File: src/rtl/demux_arb_pkg.sv
// Shared constants for the two-lane 8->32 demux arbiter.
package demux_arb_pkg;

    localparam int BYTES_PER_WORD = 4;
    localparam int BYTE_W         = 8;
    localparam int WORD_W         = 32;
    localparam int CNT_W          = $clog2(BYTES_PER_WORD);

    // Arbiter state encoding
    localparam logic [1:0] ST_IDLE   = 2'd0;
    localparam logic [1:0] ST_GRANT0 = 2'd1;
    localparam logic [1:0] ST_GRANT1 = 2'd2;

endpackage

File: src/rtl/word_pack_8_32.sv
// Packs accepted bytes big-endian into a 32-bit word.
// The first byte of a word lands in [31:24], the last in [7:0].
// word_next is the word including the byte being written this cycle,
// so the caller can capture a completed word on the same edge as done.
module word_pack_8_32
    import demux_arb_pkg::*;
(
    input  logic              clk_4f,
    input  logic              reset_L,
    input  logic              clear,
    input  logic              wr_en,
    input  logic [BYTE_W-1:0] byte_in,
    output logic [CNT_W-1:0]  byte_cnt,
    output logic [WORD_W-1:0] word_next,
    output logic              done
);

    logic [WORD_W-1:0] word_q;

    // Merge the incoming byte into its lane slot
    always_comb begin
        word_next = word_q;
        if (wr_en) begin
            word_next[(BYTES_PER_WORD - 1 - int'(byte_cnt)) * BYTE_W +: BYTE_W] = byte_in;
        end
    end

    assign done = wr_en && (byte_cnt == CNT_W'(BYTES_PER_WORD - 1));

    // Byte position counter and shadow word; the counter wraps on completion
    always_ff @(posedge clk_4f or negedge reset_L) begin
        if (!reset_L) begin
            byte_cnt <= '0;
            word_q   <= '0;
        end else if (clear) begin
            byte_cnt <= '0;
        end else if (wr_en) begin
            byte_cnt <= byte_cnt + 1'b1;
            word_q   <= word_next;
        end
    end

endmodule

File: src/rtl/demux_8_32_arbiter.sv
// Two-lane round-robin arbiter in front of a shared 8->32 byte packer.
// A granted lane keeps the path until its word completes or it stalls
// for TIMEOUT cycles, in which case any partial word is dropped.
//
//   state  | meaning
//   IDLE   | no owner; arbitrate on the current valids (no byte accepted)
//   GRANT0 | lane 0 owns the packer, ready0 high
//   GRANT1 | lane 1 owns the packer, ready1 high
module demux_8_32_arbiter
    import demux_arb_pkg::*;
#(
    parameter int TIMEOUT    = 8,
    parameter bit FIRST_PRIO = 1'b0
) (
    input  logic              clk_4f,
    input  logic              reset_L,
    input  logic [BYTE_W-1:0] data_in0,
    input  logic              valid_in0,
    output logic              ready0,
    input  logic [BYTE_W-1:0] data_in1,
    input  logic              valid_in1,
    output logic              ready1,
    output logic [WORD_W-1:0] data_out,
    output logic              valid_out,
    output logic              src_out,
    output logic              err_out,
    output logic              err_src
);

    localparam int TMO_W = $clog2(TIMEOUT);

    logic [1:0]        state;
    logic [1:0]        state_nxt;
    logic              last_grant;
    logic [TMO_W-1:0]  tmo_cnt;
    logic              granted;
    logic              gnt_lane;
    logic              lane_valid;
    logic              other_valid;
    logic [BYTE_W-1:0] lane_byte;
    logic              accept;
    logic              tmo_hit;
    logic              done;
    logic [CNT_W-1:0]  byte_cnt;
    logic [WORD_W-1:0] word_next;

    // Ready comes straight from the registered state: no valid->ready path
    assign ready0      = (state == ST_GRANT0);
    assign ready1      = (state == ST_GRANT1);
    assign granted     = ready0 | ready1;
    assign gnt_lane    = ready1;
    assign lane_valid  = gnt_lane ? valid_in1 : valid_in0;
    assign other_valid = gnt_lane ? valid_in0 : valid_in1;
    assign lane_byte   = gnt_lane ? data_in1 : data_in0;
    assign accept      = granted && lane_valid;
    assign tmo_hit     = granted && !lane_valid && (tmo_cnt == TMO_W'(TIMEOUT - 1));

    word_pack_8_32 u_pack (
        .clk_4f    (clk_4f),
        .reset_L   (reset_L),
        .clear     (tmo_hit),
        .wr_en     (accept),
        .byte_in   (lane_byte),
        .byte_cnt  (byte_cnt),
        .word_next (word_next),
        .done      (done)
    );

    // Next-state: round-robin on ties, hand over at word boundaries, release on timeout
    always_comb begin
        state_nxt = state;
        case (state)
            ST_IDLE: begin
                if (valid_in0 && valid_in1) begin
                    state_nxt = last_grant ? ST_GRANT0 : ST_GRANT1;
                end else if (valid_in0) begin
                    state_nxt = ST_GRANT0;
                end else if (valid_in1) begin
                    state_nxt = ST_GRANT1;
                end
            end
            ST_GRANT0, ST_GRANT1: begin
                if (done) begin
                    if (other_valid) begin
                        state_nxt = gnt_lane ? ST_GRANT0 : ST_GRANT1;
                    end else if (!lane_valid) begin
                        state_nxt = ST_IDLE;
                    end
                end else if (tmo_hit) begin
                    state_nxt = ST_IDLE;
                end
            end
            default: state_nxt = ST_IDLE;
        endcase
    end

    // State, round-robin pointer and stall counter
    always_ff @(posedge clk_4f or negedge reset_L) begin
        if (!reset_L) begin
            state      <= ST_IDLE;
            last_grant <= ~FIRST_PRIO;
            tmo_cnt    <= '0;
        end else begin
            state <= state_nxt;
            if (done || tmo_hit) begin
                last_grant <= gnt_lane;
            end
            if (!granted || lane_valid || tmo_hit) begin
                tmo_cnt <= '0;
            end else if (tmo_cnt != TMO_W'(TIMEOUT - 1)) begin
                tmo_cnt <= tmo_cnt + 1'b1;
            end
        end
    end

    // Output word / error strobes; data and source ids hold between pulses
    always_ff @(posedge clk_4f or negedge reset_L) begin
        if (!reset_L) begin
            data_out  <= '0;
            valid_out <= 1'b0;
            src_out   <= 1'b0;
            err_out   <= 1'b0;
            err_src   <= 1'b0;
        end else begin
            valid_out <= done;
            err_out   <= tmo_hit && (byte_cnt != '0);
            if (done) begin
                data_out <= word_next;
                src_out  <= gnt_lane;
            end
            if (tmo_hit && (byte_cnt != '0)) begin
                err_src <= gnt_lane;
            end
        end
    end

endmodule

File: config.mk
export PLATFORM = sky130hd
export DESIGN_NAME = demux_8_32_arbiter
export DESIGN_NICKNAME = d
export VERILOG_FILES = /design/src/rtl/demux_arb_pkg.sv /design/src/rtl/word_pack_8_32.sv /design/src/rtl/demux_8_32_arbiter.sv
export SDC_FILE = /design/constraint.sdc
export NUM_CORES = 1
export LEC_CHECK = 0
export ABC_CLOCK_PERIOD_IN_PS = 2000
export BUFFER_PORTS_ARGS = -buffer_cell sky130_fd_sc_hd__buf_4
export CORE_UTILIZATION = 25
export CTS_CLUSTER_DIAMETER = 50
export CTS_CLUSTER_SIZE = 25
export DETAILED_ROUTE_END_ITERATION = 8
export SLEW_MARGIN = 30
export SYNTH_ARGS = -nofsm -noshare
export SYNTH_HDL_FRONTEND = slang
export SYNTH_SLANG_ARGS = --single-unit
File: constraint.sdc
create_clock -name clk_4f -period 2 [get_ports clk_4f]
set_input_delay 0.2 -clock clk_4f [delete_from_list [all_inputs] [get_ports clk_4f]]
set_output_delay 0.2 -clock clk_4f [all_outputs]
set_load 0.1 [all_outputs]
### Word-level counts from Yosys, hierarchy flattened

Cells that the tools add are included.
W data, S select, Z words.

* logic and storage cells: 63
* input bits: 20
* bits in registers: 76
* output and inout port bits: 38

* muxes and demuxes: 19
* bitwise gates (word level): 2
* shifts and indexed selects: 2
* add/sub/neg operators: 4
* equality and inequality tests: 8
* reductions and logical operators: 18

Operator list (count)
* $neg A32 Y33: 1
* $shift A8 B33 Y32 const A: 1
* $shiftx A8 B33 Y32: 1
* $bwmux W32: 1
* $mux W32: 1
* $mux W2: 11
* $mux W8: 1
* $ne A4 B4 Y1 const B: 2
* $logic_and A1 B1 Y1: 6
* $mux W3: 2
* $ne A3 B3 Y1 const B: 2
* $reduce_bool A2 Y1: 3
* $eq A2 B2 Y1 const B: 2
* $pmux W2 S2: 1
* $add A3 B1 Y3 const B: 1
* $eq A3 B3 Y1 const B: 1
* $logic_or A1 B1 Y1: 3
* $reduce_and A3 Y1: 1
* $sub A2 B2 Y3 const A: 1
* $add A2 B1 Y2 const B: 1
* $eq A2 B1 Y1 const B: 1
* $logic_not A1 Y1: 2
* $logic_not A2 Y1: 1
* $mux W1: 2
* other kinds (4): 4

### Longest topological paths before layout

* depth after elaboration: 8
* mapped depth: 9
* depth with buffers taken out: 7

### Hierarchy

A second synthesis with hierarchy kept.

* cell total of the unflattened synthesis: 309
* area total of the unflattened synthesis: 3956.3 um^2

Modules (own cells, without submodules)
* word_pack_8_32: area each 2098.3 um^2, cells an instance 180, instances 1, seq. area each 850.8 um^2
* demux_8_32_arbiter: area each 1858.0 um^2, cells an instance 129, instances 1, seq. area each 1052.3 um^2

### Worst setup path after synthesis

Ideal clock, no wire load.

* kind: register to register
* from: reg state[0]
* to: reg data_out[12]
* stages on the path, launching flop included: 9
* slack: -0.823 ns
* data arrival time: 2.696 ns
* clock period less this slack: 2.823 ns
* library setup time: 0.126 ns
* buffers on the path: 2
* data required time: 1.874 ns
* path through: dfrtp_1 > inv_1 > ha_1 > buf_2 > buf_2 > mux2i_1 > nor2_1 > mux2_4 > mux2_4

* longest elaborated chain between the ends: 5

RTL lines
* from (decl): RTL line demux_8_32_arbiter.sv:32 `logic [1:0] state;`
* from (signal assigned): RTL line demux_8_32_arbiter.sv:104 `state <= state_nxt;`
* $eq A2 B2 Y1 (*): RTL line demux_8_32_arbiter.sv:49 `assign ready1 = (state == ST_GRANT1);`
* net ready1: RTL line demux_8_32_arbiter.sv:22 `output logic ready1,`
* $mux W8: RTL line demux_8_32_arbiter.sv:54 `assign lane_byte = gnt_lane ? data_in1 : data_in0;`
* $shiftx A8 B33 Y32: RTL line word_pack_8_32.sv:24 `word_next[(BYTES_PER_WORD - 1 - int'(byte_cnt)) * BYTE_W +: BYTE_W] = byte_in;`
* $bwmux W32: RTL line word_pack_8_32.sv:24
* $mux W32: RTL line word_pack_8_32.sv:23 `if (wr_en) begin`
* to (signal assigned): RTL line demux_8_32_arbiter.sv:128 `data_out <= word_next;`
* to (decl): RTL line demux_8_32_arbiter.sv:23 `output logic [WORD_W-1:0] data_out,`

The timed path passes the listed nets; every way through them passes the cells marked *.
A chain may end at the register's enable or synchronous reset.

### Worst setup path in the final report

* from: reg state[0]
* to: reg data_out[24]

* longest elaborated chain between the ends: 5

RTL lines (RTL line)
* $eq A2 B2 Y1: demux_8_32_arbiter.sv:49
* $mux W8: demux_8_32_arbiter.sv:54
* $shiftx A8 B33 Y32: word_pack_8_32.sv:24
* $bwmux W32: word_pack_8_32.sv:24
* $mux W32: word_pack_8_32.sv:23

Several ways; a longest one is shown, not always the timed one.

==> results.yml <==
status:
  outcome: "finished, final reports clean"
yosys:
  synth_nets: 284
  yosysSeqAreaShare_pct: 51.2
  synth_seq_cells: 68
  synth_area_um2: 3330
  synth.avg_cell_area_um2: 13.3
  yosys.cell_types.count: 39
  syn_inst: 251
  synth_warnings: 0
grt:
  overflow: 0
  antenna_found_initial: 0
  grt_start_max_net_pins: 69
  grt_pass1_vias: 2183
  track_usage_pct: 11.3
  grt_pass1_wl_um: 11900
route:
  drtIter0Drc: 131
  via_per_inst: 4.18
  drc: 0
  first_pass_iters: 4
  wire_per_inst_um: 14.6
  postRouteWirelength_um: 7470
  drtAntennaViolNets: 0
  vias: 2142
setup_path:
  reg2reg_to: "data_out[24]$_DFFE_PN0P_"
  crit_type: "flip-flop to flip-flop"
  cp_data_required_time_ns: 2.21
  rr_startpoint: "state[0]$_DFFE_PN0P_"
  critPathMaxStageDelay_ns: 0.40
  path_delay_family: "multiplexers"
  path_max_fanout: 8
  cp_slowest_cell: "dfrtp_1"
  path_common_cell: "mux2_4"
  critPathBufInv: 1
  ff2ff_path_depth: 6
  cp.arrival_ns: 2.16
  r2r_setup_slack_ns: 0.05
  path_cells: "inv_4, ha_4, mux2_4, and3_4, mux2_4, mux2_4"
  end_kind: "flip-flop"
  start_kind: "flip-flop"
  crit_start: "state[0]$_DFFE_PN0P_"
timing:
  tightest_slew_ns: 0.606
  maxSlewViolCount: 0
  skew_ns: 0.00546
  setup_slack_ns: 0.0465
  slew_headroom_pct: 59.6
  hold_violations: 0
  post-route-period-util_pct: 97.7
  fin_crit_ns: 1.95
  finalSetupTns_ns: 0
  setup_violations: 0
  fmax_mhz: 512
  rsz0062_at_grt: "true"
clocking:
  worstSkewPairLatency_ns: 0.33
  cts_tree: "built"
  cts_root_buf: "clkbuf_16"
  clockBufferDepth: 2
  clkSinkCount: 68
  cts_buffers: 9
  h-tree-depth: 3
  cts.clk_slew.worst_paths_ns: 0.06
worst_hold_path:
  min_path_cells: 3
  min_from: "data_in0[7]"
  hold-path-endpoint: "data_out[7]$_DFFE_PN0P_"
  hold_path.class: "input port to flip-flop"
final_layout:
  finalNetCount: 368
  drive_gt1_share_pct: 52.4
  num_antenna_cells: 0
  fin_util_pct: 36.1
  area_growth_pct: 38.7
die:
  die_w_um: 117
  core_region_area_um2: 12800
  pin_count: 58
  start_util_pct: 26.0
  num_rows: 41
  die_y_um: 117
  die-area_um2: 13800
placement:
  portBuffers: 57
  dp_slack_ns: -0.0822
  dpl.hpwl_um: 5190
  gp_congestion: 0.723
flow_run:
  cap_viol_max_count: 0
## cell usage after synthesis (all sizes together)
master,n,area share [%]
nor4,1,0.19
nand2b,2,0.38
o211ai,1,0.23
nand2,18,2.0
clkbuf,5,0.60
nor3,1,0.15
o32a,1,0.30
or4,1,0.23
nand4b,1,0.71
dfstp,1,0.79
buf,11,2.5
mux2i,12,3.6
nor3b,1,0.23
nor2,27,3.0
nor2b,1,0.19
ha,13,4.9
or4b,1,0.30
nand4bb,1,0.34
o21ai,10,1.5
and3,3,1.0
nand3,4,0.75
a32o,1,0.30
o22ai,2,0.38
a31o,1,0.26
a31oi,1,0.19
a41oi,1,0.26
a21oi,1,0.15
inv,8,0.90
dfrtp,67,50
mux2,51,23
and2,2,0.38
## layer usage
layer	vias up	global-route usage, %	share of wire, %
li1	1028	-	-
met1	1063	14.3	45
met2	44	18.0	48
met3	7	4.04	5.3
met4	0	3.41	1.0
met5	-	0	0
## logic make-up after synthesis
group	Yosys count	synth area share, %
AND/OR/NAND/NOR	64	9.93
adder cells (fa/ha/maj)	13	4.89
AO/OA/AOI/OAI	19	3.57
buffers and inverters	24	4.02
flip-flops	68	51.2
multiplexers	63	26.4
## registers in the layout, indices dropped and copies added (netlist names)
| register | cells |
|---|---|
| src_out | 1 |
| err_out | 1 |
| u_pack.word_q | 24 |
| last_grant | 1 |
| u_pack.byte_cnt | 2 |
| valid_out | 1 |
| data_out | 32 |
| err_src | 1 |
| tmo_cnt | 3 |
| state | 2 |
## worst max-delay path by stage
stage | to | depth (start not counted)
2_1_floorplan | data_out[10]$_DFFE_PN0P_ | 8
3_3_place_gp | data_out[29]$_DFFE_PN0P_ | 6
3_5_place_dp | data_out[31]$_DFFE_PN0P_ | 6
4_1_cts | data_out[9]$_DFFE_PN0P_ | 6
5_1_grt | data_out[0]$_DFFE_PN0P_ | 8
6_report | data_out[24]$_DFFE_PN0P_ | 6
## tightest hold or removal path: cells and delay by family
| kind | cells | cell delay, ns |
|---|---|---|
| multiplexers | 1 | 0.08 |
| buffers and inverters | 1 | 0.09 |
| AO/OA/AOI/OAI | 1 | 0.15 |
## what timing repair did
action,in CTS,in global routing
gates resized for setup,5,11
endpoints found under the setup margin,24,33
setup buffers,2,7
pin swaps,0,5
endpoints found under the hold margin,0,67
hold buffers,0,1
## area by class of cell
type                            count  area [µm²]
Timing Repair Buffer               89         716
Sequential cell                    68        1700
Clock buffer                       11         243
Clock inverter                      5        83.8
Fill cell                        1218        8160
Tap cell                          172         215
Multi-Input combinational cell    159        1620
Inverter                            8        32.5
## metrics by stage
step / hold slack [ns] / std cells / instance area (µm²)
6_report: 0.234 / 512 / 4610
3_5_place_dp: 0.368 / 486 / 4110
5_1_grt: 0.228 / 512 / 4610
3_3_place_gp: 0.356 / 486 / 4110
4_1_cts: 0.0177 / 504 / 4500
2_1_floorplan: -0.0956 / 251 / 3410
## layout by cell type, fill, tap and decap left out, drive strengths merged, types with 2 or more instances in the layout
cell type   n
nand3       4
mux2       51
nand2      18
clkbuf     11
nand2b      2
o22ai       2
bufinv      2
and3        3
clkinvlp    2
ha         13
and2        2
dfrtp      67
mux2i      12
o21ai      10
buf        88
inv         9
nor2       27
Power is left out: the tool's default activity adds up to more than one toggle a clock period on the data nets, which glitch-free logic cannot reach.
